## src/rtl/choose_responder.sv

```systemverilog
// choose_responder: evaluates a dice roll while the controller is in CHOOSE,
// waits for a debounced confirm press, then pulses done with the outcome.
//
// state       | meaning
// ------------+----------------------------------------------------------
// S_IDLE      | waiting for active && enable_i
// S_EVAL      | one cycle: score the roll, register result/point/dice_err
// S_WAIT_BTN  | waiting for a qualified press (or active dropping)
// S_RESP      | done pulse; result already holds the outcome
// S_WAIT_EXIT | waiting for active to drop; no further done pulses
module choose_responder #(
    parameter int unsigned DEBOUNCE_CYCLES = 4
) (
    input  logic       clk,
    input  logic       rst,
    input  logic       active,
    input  logic       enable_i,
    input  logic [3:0] turn,
    input  logic [2:0] die_a,
    input  logic [2:0] die_b,
    input  logic       btn_raw,
    output logic       done,
    output logic [1:0] result,
    output logic [3:0] point,
    output logic       point_valid,
    output logic       dice_err
);

    localparam logic [2:0] S_IDLE      = 3'd0;
    localparam logic [2:0] S_EVAL      = 3'd1;
    localparam logic [2:0] S_WAIT_BTN  = 3'd2;
    localparam logic [2:0] S_RESP      = 3'd3;
    localparam logic [2:0] S_WAIT_EXIT = 3'd4;

    localparam logic [1:0] R_CONT = 2'b00;
    localparam logic [1:0] R_LOST = 2'b01;
    localparam logic [1:0] R_WON  = 2'b10;

    localparam logic [7:0] DEB_LOAD = 8'(DEBOUNCE_CYCLES);

    logic [2:0] state_q, state_d;
    logic       sync1_q, sync1_d;
    logic       sync2_q, sync2_d;
    logic [7:0] deb_q, deb_d;
    logic [1:0] result_q, result_d;
    logic [3:0] point_q, point_d;
    logic       pv_q, pv_d;
    logic       err_q, err_d;

    logic       press;
    logic       dice_bad;
    logic       first_roll;
    logic       latch_pt;
    logic [3:0] sum;
    logic [1:0] outcome;

    // Score the current roll from the dice, the turn number and the latched point.
    always_comb begin
        sum        = {1'b0, die_a} + {1'b0, die_b};
        dice_bad   = (die_a == 3'd0) || (die_a == 3'd7) ||
                     (die_b == 3'd0) || (die_b == 3'd7);
        first_roll = (turn <= 4'd1);
        outcome    = R_CONT;
        latch_pt   = 1'b0;
        if (!dice_bad) begin
            if (first_roll) begin
                case (sum)
                    4'd7, 4'd11:       outcome = R_WON;
                    4'd2, 4'd3, 4'd12: outcome = R_LOST;
                    default:           latch_pt = 1'b1;
                endcase
            end else if (sum == point_q) begin
                outcome = R_WON;
            end else if (sum == 4'd7) begin
                outcome = R_LOST;
            end
            // A bad roll is never turned into a loss by the turn limit.
            if (outcome == R_CONT && turn == 4'd15) begin
                outcome = R_LOST;
            end
        end
    end

    // Next-state logic: synchronizer always runs; debounce and FSM freeze when enable_i is low.
    always_comb begin
        state_d  = state_q;
        sync1_d  = btn_raw;
        sync2_d  = sync1_q;
        deb_d    = deb_q;
        result_d = result_q;
        point_d  = point_q;
        pv_d     = pv_q;
        err_d    = err_q;
        // Down-counter reaches its terminal count on the DEBOUNCE_CYCLES-th high
        // sample; it then parks at zero so a held button qualifies only once.
        press    = enable_i && sync2_q && (deb_q == 8'd1);
        if (enable_i) begin
            if (!sync2_q) begin
                deb_d = DEB_LOAD;
            end else if (deb_q != 8'd0) begin
                deb_d = deb_q - 8'd1;
            end
            case (state_q)
                S_IDLE: begin
                    if (active) state_d = S_EVAL;
                end
                S_EVAL: begin
                    if (!active) begin
                        state_d = S_IDLE;
                    end else begin
                        result_d = outcome;
                        err_d    = dice_bad;
                        if (latch_pt) begin
                            point_d = sum;
                            pv_d    = 1'b1;
                        end
                        state_d = S_WAIT_BTN;
                    end
                end
                S_WAIT_BTN: begin
                    if (!active)    state_d = S_IDLE;
                    else if (press) state_d = S_RESP;
                end
                S_RESP: begin
                    state_d = S_WAIT_EXIT;
                end
                S_WAIT_EXIT: begin
                    if (!active) state_d = S_IDLE;
                end
                default: begin
                    state_d = S_IDLE;
                end
            endcase
            // A finished game (won or lost) forgets its point when the FSM returns to idle.
            if (state_d == S_IDLE && state_q != S_IDLE && result_q != R_CONT) begin
                point_d = 4'd0;
                pv_d    = 1'b0;
            end
        end
    end

    // Registers with synchronous active-high reset.
    always_ff @(posedge clk) begin
        if (rst) begin
            state_q  <= S_IDLE;
            sync1_q  <= 1'b0;
            sync2_q  <= 1'b0;
            deb_q    <= DEB_LOAD;
            result_q <= R_CONT;
            point_q  <= 4'd0;
            pv_q     <= 1'b0;
            err_q    <= 1'b0;
        end else begin
            state_q  <= state_d;
            sync1_q  <= sync1_d;
            sync2_q  <= sync2_d;
            deb_q    <= deb_d;
            result_q <= result_d;
            point_q  <= point_d;
            pv_q     <= pv_d;
            err_q    <= err_d;
        end
    end

    // done marks the cycle RESP actually advances, so a stall never stretches it; reset suppresses it.
    assign done        = (state_q == S_RESP) && enable_i && !rst;
    assign result      = result_q;
    assign point       = point_q;
    assign point_valid = pv_q;
    assign dice_err    = err_q;

endmodule

```

## config.mk

```make
export PLATFORM = sky130hd
export DESIGN_NAME = choose_responder
export DESIGN_NICKNAME = d
export VERILOG_FILES = /design/src/rtl/choose_responder.sv
export SDC_FILE = /design/constraint.sdc
export NUM_CORES = 1
export LEC_CHECK = 0
export CORE_ASPECT_RATIO = 0.6
export CORE_MARGIN = 2
export CORE_UTILIZATION = 34
export DETAILED_ROUTE_END_ITERATION = 7
export HOLD_SLACK_MARGIN = 0.03
export PLACE_DENSITY = 0.55
export SYNTH_ARGS = -nofsm -noshare
export SYNTH_HDL_FRONTEND = slang
export SYNTH_SLANG_ARGS = --single-unit
export TNS_END_PERCENT = 1
```

## constraint.sdc

```tcl
create_clock -name clk -period 2.8 [get_ports clk]
set_input_delay 0.42 -clock clk [delete_from_list [all_inputs] [get_ports clk]]
set_output_delay 0.42 -clock clk [all_outputs]
set_load 0.01 [all_outputs]
```

==> results of run 1 <==
sequential cells by signal, indices dropped and copies added, names as in the netlist:
register / count
result: 2
point_valid: 1
state_q: 3
sync1_q: 1
point: 4
sync2_q: 1
dice_err: 1
deb_q: 8
kinds of logic (layout without fill, tap and decap cells):
kind of cell / count (synthesis) / in the layout / synth area share, %
AO/OA/AOI/OAI: 28 / 28 / 16.9
AND/OR/NAND/NOR: 67 / 67 / 29.6
multiplexers: 4 / 4 / 3.07
flip-flops: 21 / 21 / 32.2
XOR/XNOR: 12 / 12 / 8.06
adder cells (fa/ha/maj): 7 / 7 / 7.29
buffers and inverters: 8 / 35 / 2.88
layer usage:
layer | up-vias | share of wire [%]
li1 | 582 | -
met1 | 523 | 56
met2 | 26 | 38
met3 | 0 | 6.1
met4 | 0 | 0
met5 | - | 0
how the worst min path moves through the flow:
stage,to,slack (ps),depth (start not counted)
global placement,sync2_q,430,1
finish,sync2_q,440,1
CTS,sync2_q,440,1
global route,sync2_q,480,1
floorplan,sync2_q,410,1
detailed placement,sync2_q,430,1
worst max-delay path, cell delays in order:
cell and delay [ps]:
clkdlybuf4s50_1 440, ha_1 260, fa_1 590, buf_4 160, nand2_1 80, a2111oi_2 340
nor2_1 120, nand3_2 170, mux2i_1 190
cells in the mapped netlist (2+ instances only):
| library cell | count | area, um^2 |
|---|---|---|
| ha_1 | 6 | 75.1 |
| nand2b_1 | 4 | 25.0 |
| a21boi_0 | 2 | 15.0 |
| xor2_1 | 3 | 26.3 |
| nor2_1 | 16 | 60.1 |
| o21ai_0 | 3 | 15.0 |
| a21o_1 | 3 | 22.5 |
| nand2_1 | 14 | 52.6 |
| nand3_1 | 2 | 10.0 |
| nand4b_1 | 2 | 17.5 |
| nand4_1 | 2 | 12.5 |
| mux2i_1 | 4 | 40.0 |
| buf_4 | 2 | 15.0 |
| inv_1 | 5 | 18.8 |
| dfxtp_1 | 21 | 420 |
| nor3_1 | 6 | 30.0 |
| xnor2_1 | 9 | 78.8 |
| a21oi_1 | 7 | 35.0 |
| nor4_1 | 2 | 12.5 |
| a22o_1 | 2 | 17.5 |
| a211oi_1 | 3 | 22.5 |
| nor2b_1 | 5 | 31.3 |
power breakdown:
group	switching (W)	total, W	internal [W]
registers	0.00000834	0.000314	0.000306
logic	0.0000775	0.000148	0.0000703
clock network	0.000100	0.000200	0.0000991
total	0.000186	0.000661	0.000475
layout make-up:
type / instances / area (um^2) / share of cell area (%)
Inverter: 5 / 18.8 / 1.14
Tap cell: 47 / 58.8 / 3.58
Clock buffer: 3 / 41.3 / 2.51
Clock inverter: 1 / 5.00 / 0.305
Timing Repair Buffer: 26 / 253 / 15.4
Multi-Input combinational cell: 118 / 846 / 51.5
Sequential cell: 21 / 420 / 25.6
metrics by stage:
| stage | worst slack [ps] | cells |
|---|---|---|
| after global placement | 53.2 | 217 |
| after floorplan | 602 | 147 |
| after detailed placement | 9.92 | 217 |
| after CTS | 272 | 221 |
| final | 212 | 221 |
| after global routing | 92.3 | 221 |
==> flow_summary.toml, run 1 <==
[pwr]
p_per_area_nw_per_um2 = 403
peakVddDrop_mv = 0.182
leakage_nw = 0.594
p_total_w = 0.000661

[sta]
drv_slew = 0
fmax_mhz = 386
hold_viol = 0
layout_min_cycle_time_ps = 2590
rsz0062_at_grt = "no"
setup_tns_ps = 0
finalSetupViolCount = 0
relSlewSlack_pct = 71.3
holdWs_ps = 445
fin_skew_ps = 2.46
fin_crit_sh_pct = 92.4
worstMarginPinSlew_ps = 427

[global_route]
busiest_layer = "met1"
grt_pass1_vias = 1052
grt_first_pass_wirelength_um = 5110
antenna_found_initial = 0
gr-usage-met1_pct = 21.9
gr-total-overflow = 0
met2_usage_pct = 21.2
grt_max_degree = 13
grtUsageTotal_pct = 15.0
globalRouteMet3Util_pct = 5.71

[min_path]
min_from = "sync1_q"
holdCritPathClass = "flop to flop"

[setup_path]
end_kind = "flop"
timing.rr.start = "deb_q[0]"
r2r_end = "deb_q[4]"
critPathLaunch = "die_a[0]"
reg2reg_slack_ps = 910
path_class = "input pin to flop"
crit_end = "point[1]"
start_kind = "input pin"
reg2reg_depth = 7
cp_data_required_time_ps = 2990
crit_fanout = 5
arrival_ps = 2780

[detailed_routing]
viasPerCell = 5.12
drc_errors = 0
via_count = 1131
antenna_left = 0
drt_wl_total_um = 3050
dr.pass1.iters = 4
drt-initial-drc-count = 66
wl_per_cell_um = 13.8

[floorplan]
die_width_um = 83.9
io_pins = 24
initial_core_util_pct = 35.4
fp.dieH_um = 52.0
rows = 17
die_area_um2 = 4360
core_um2 = 3680

[layout]
final_cell_mix = "clkdlybuf4s50_1 (23), dfxtp_1 (21), nor2_1 (16), nand2_1 (14), xnor2_1 (9)"
final_common_cell = "clkdlybuf4s50_1"
diodes = 0
n_fill_cell = 356
area_growth_pct = 26.0
fin_nets = 197
postLayoutCoreUtil_pct = 44.6
postLayoutCellArea_um2 = 1640
drive_above_1_share_pct = 9.20

[placement]
dpl_cell_area_um2 = 1600
finalWeightedCongestion = 0.906
portBuffers = 23
hpwl_um = 2460

[synth]
syn_area_um2 = 1300
yosysUniqueCellTypes = 46
synth_flop_cell = "dfxtp_1"
synthCells = 147
synth-edff-count = 0
ys_ff_latch = 21
ys_seq_area_share_pct = 32.2
synthesis.nets = 169
synth.avg_cell_area_um2 = 8.87
synthArstFlopShare_pct = 0
yosys_warnings = 0

[clocking]
cts_buffer_depth = 2
hold_buffers = 0
clkSinkCount = 21
cts_setup_buffers = 0
cts_resized = 0
cts_tree = "built"
path_clk_slew_ps = 80
cts_buffers = 3
htreeDepth = 1
clk_latency_ps = 260
cts-root-buf = "clkbuf_8"

[job]
max-cap-violations = 0

[run_status]
outcome = "complete, no violations"
No activity file was read; power rests on OpenSTA's default activity.
==> run 2: changes to the inputs <==
- TNS_END_PERCENT: 1 -> 30
==> results of run 2 <==
No change in the layout: final DEF, timing and power equal those of run 1.
==> run 3: changes to the inputs <==
- MAX_ROUTING_LAYER: not set -> met4
==> run 3 against run 2 <==
Core utilization unchanged. Clock skew about the same. Via count about the same. Sequential share of layout area unchanged. Power about the same. Non-clock buffer count unchanged. Setup slack about the same. Sequential power about the same. Combinational power about the same. Wire length about the same. Clock-buffer cell count unchanged. Hold slack about the same. Critical path type unchanged. Critical endpoint unchanged.
==> flow_summary.toml, run 3 (same netlist as run 1, synthesis figures left out) <==
[setup_path]
max_stage_delay_ps = 590
cp_data_required_time_ps = 2990
arrival_ps = 2780
end_kind = "flop"
cpMaxStageDelayCell = "fa_1"
path_class = "input pin to flop"
path_cells = "clkdlybuf4s50_1 > ha_1 > fa_1 > buf_4 > nand2_1 > a2111oi_2 > nor2_1 > nand3_2 > mux2i_1"
crit_fanout = 5
start_kind = "input pin"
reg2reg_depth = 7

[floorplan]
die_area_um2 = 4360
initial_core_util_pct = 35.4
die_width_um = 83.9
rows = 17
core_um2 = 3680
fp.dieH_um = 52.0
io_pins = 24

[layout]
final_cell_mix = "clkdlybuf4s50_1 (23), dfxtp_1 (21), nor2_1 (16), nand2_1 (14), xnor2_1 (9)"
final_common_cell = "clkdlybuf4s50_1"
fin_nets = 197
postLayoutCellArea_um2 = 1640
largest_reg_flops = 8
fin_cells = 221
drive_above_1_share_pct = 9.20
diodes = 0
postLayoutCoreUtil_pct = 44.6
area_growth_pct = 26.0
n_fill_cell = 356
top_register = "deb_q"

[global_route]
gr-total-overflow = 0
antenna_found_initial = 0
grtUsageTotal_pct = 15.4
grt_first_pass_wirelength_um = 5110
grt_pass1_vias = 1051
grt_max_degree = 13

[sta]
holdWs_ps = 445
relSlewSlack_pct = 71.3
drv_slew = 0
fin_crit_sh_pct = 92.4
finalSetupViolCount = 0
setup_tns_ps = 0
fin_skew_ps = 2.47
worstMarginPinSlew_ps = 427
layout_min_cycle_time_ps = 2590
fmax_mhz = 386
rsz0062_at_grt = "no"
hold_viol = 0

[pwr]
leakage_nw = 0.594
p_per_area_nw_per_um2 = 403
peakVddDrop_mv = 0.182

[detailed_routing]
wl_per_cell_um = 13.8
via_count = 1132
dr.pass1.iters = 4
drt_wl_total_um = 3050
drt-initial-drc-count = 67
drc_errors = 0
antenna_left = 0
viasPerCell = 5.12

[clocking]
cts_resized = 0
cts_setup_buffers = 0
cts_tree = "built"
htreeDepth = 1
cts_buffers = 3
cts_buffer_depth = 2
path_clk_slew_ps = 80
hold_buffers = 0
cts-root-buf = "clkbuf_8"
clkSinkCount = 21
clk_latency_ps = 260

[placement]
finalWeightedCongestion = 0.922
dp.cells = 217
portBuffers = 23
dpl_cell_area_um2 = 1600
hpwl_um = 2460

[min_path]
holdCritPathClass = "flop to flop"
min_delay_path_depth = 1

[run_status]
outcome = "complete, no violations"

[job]
max-cap-violations = 0
run 3: critical path, delay by kind of cell:
kind                     cells  cell delay, ps
AO/OA/AOI/OAI                1             340
adder cells (fa/ha/maj)      2             850
buffers and inverters        2             600
multiplexers                 1             190
AND/OR/NAND/NOR              3             370
run 3: metrics by stage:
stage                     total power (W)  setup slack (ps)
after floorplan                  0.000415               602
after global placement           0.000462              53.2
after detailed placement         0.000465              9.92
after CTS                        0.000666               272
after global routing             0.000695              92.3
final                            0.000661               212
run 3: report_power, final:
part / switching [W] / internal [W] / total, W / leakage (nW)
combinational: 0.0000775 / 0.0000703 / 0.000148 / 0.399
sequential: 0.00000834 / 0.000306 / 0.000314 / 0.170
clock: 0.000100 / 0.0000991 / 0.000200 / 0.0255
run 3: cell type report:
class                      instances  area [um^2]  share of cell area, %
clock buffer                       3         41.3                   2.51
clock inverter                     1         5.00                  0.305
inverter                           5         18.8                   1.14
multi-input combinational        118          846                   51.5
sequential                        21          420                   25.6
tap                               47         58.8                   3.58
timing repair buffer              26          253                   15.4
run 3: final timing paths:
| path | startpoint | endpoint | slack, ps |
|---|---|---|---|
| setup / recovery | die_a[0] | point[1] | 210 |
| setup reg to reg | deb_q[0] | deb_q[4] | 910 |
| hold / removal | sync1_q | sync2_q | 450 |
| hold reg to reg | sync1_q | sync2_q | 450 |
run 3: metal layers:
layer	share of wire, %	track usage [%]
met1	55	22.0
met5	0	-
met3	6.1	5.71
met2	38	21.1
met4	0	1.61
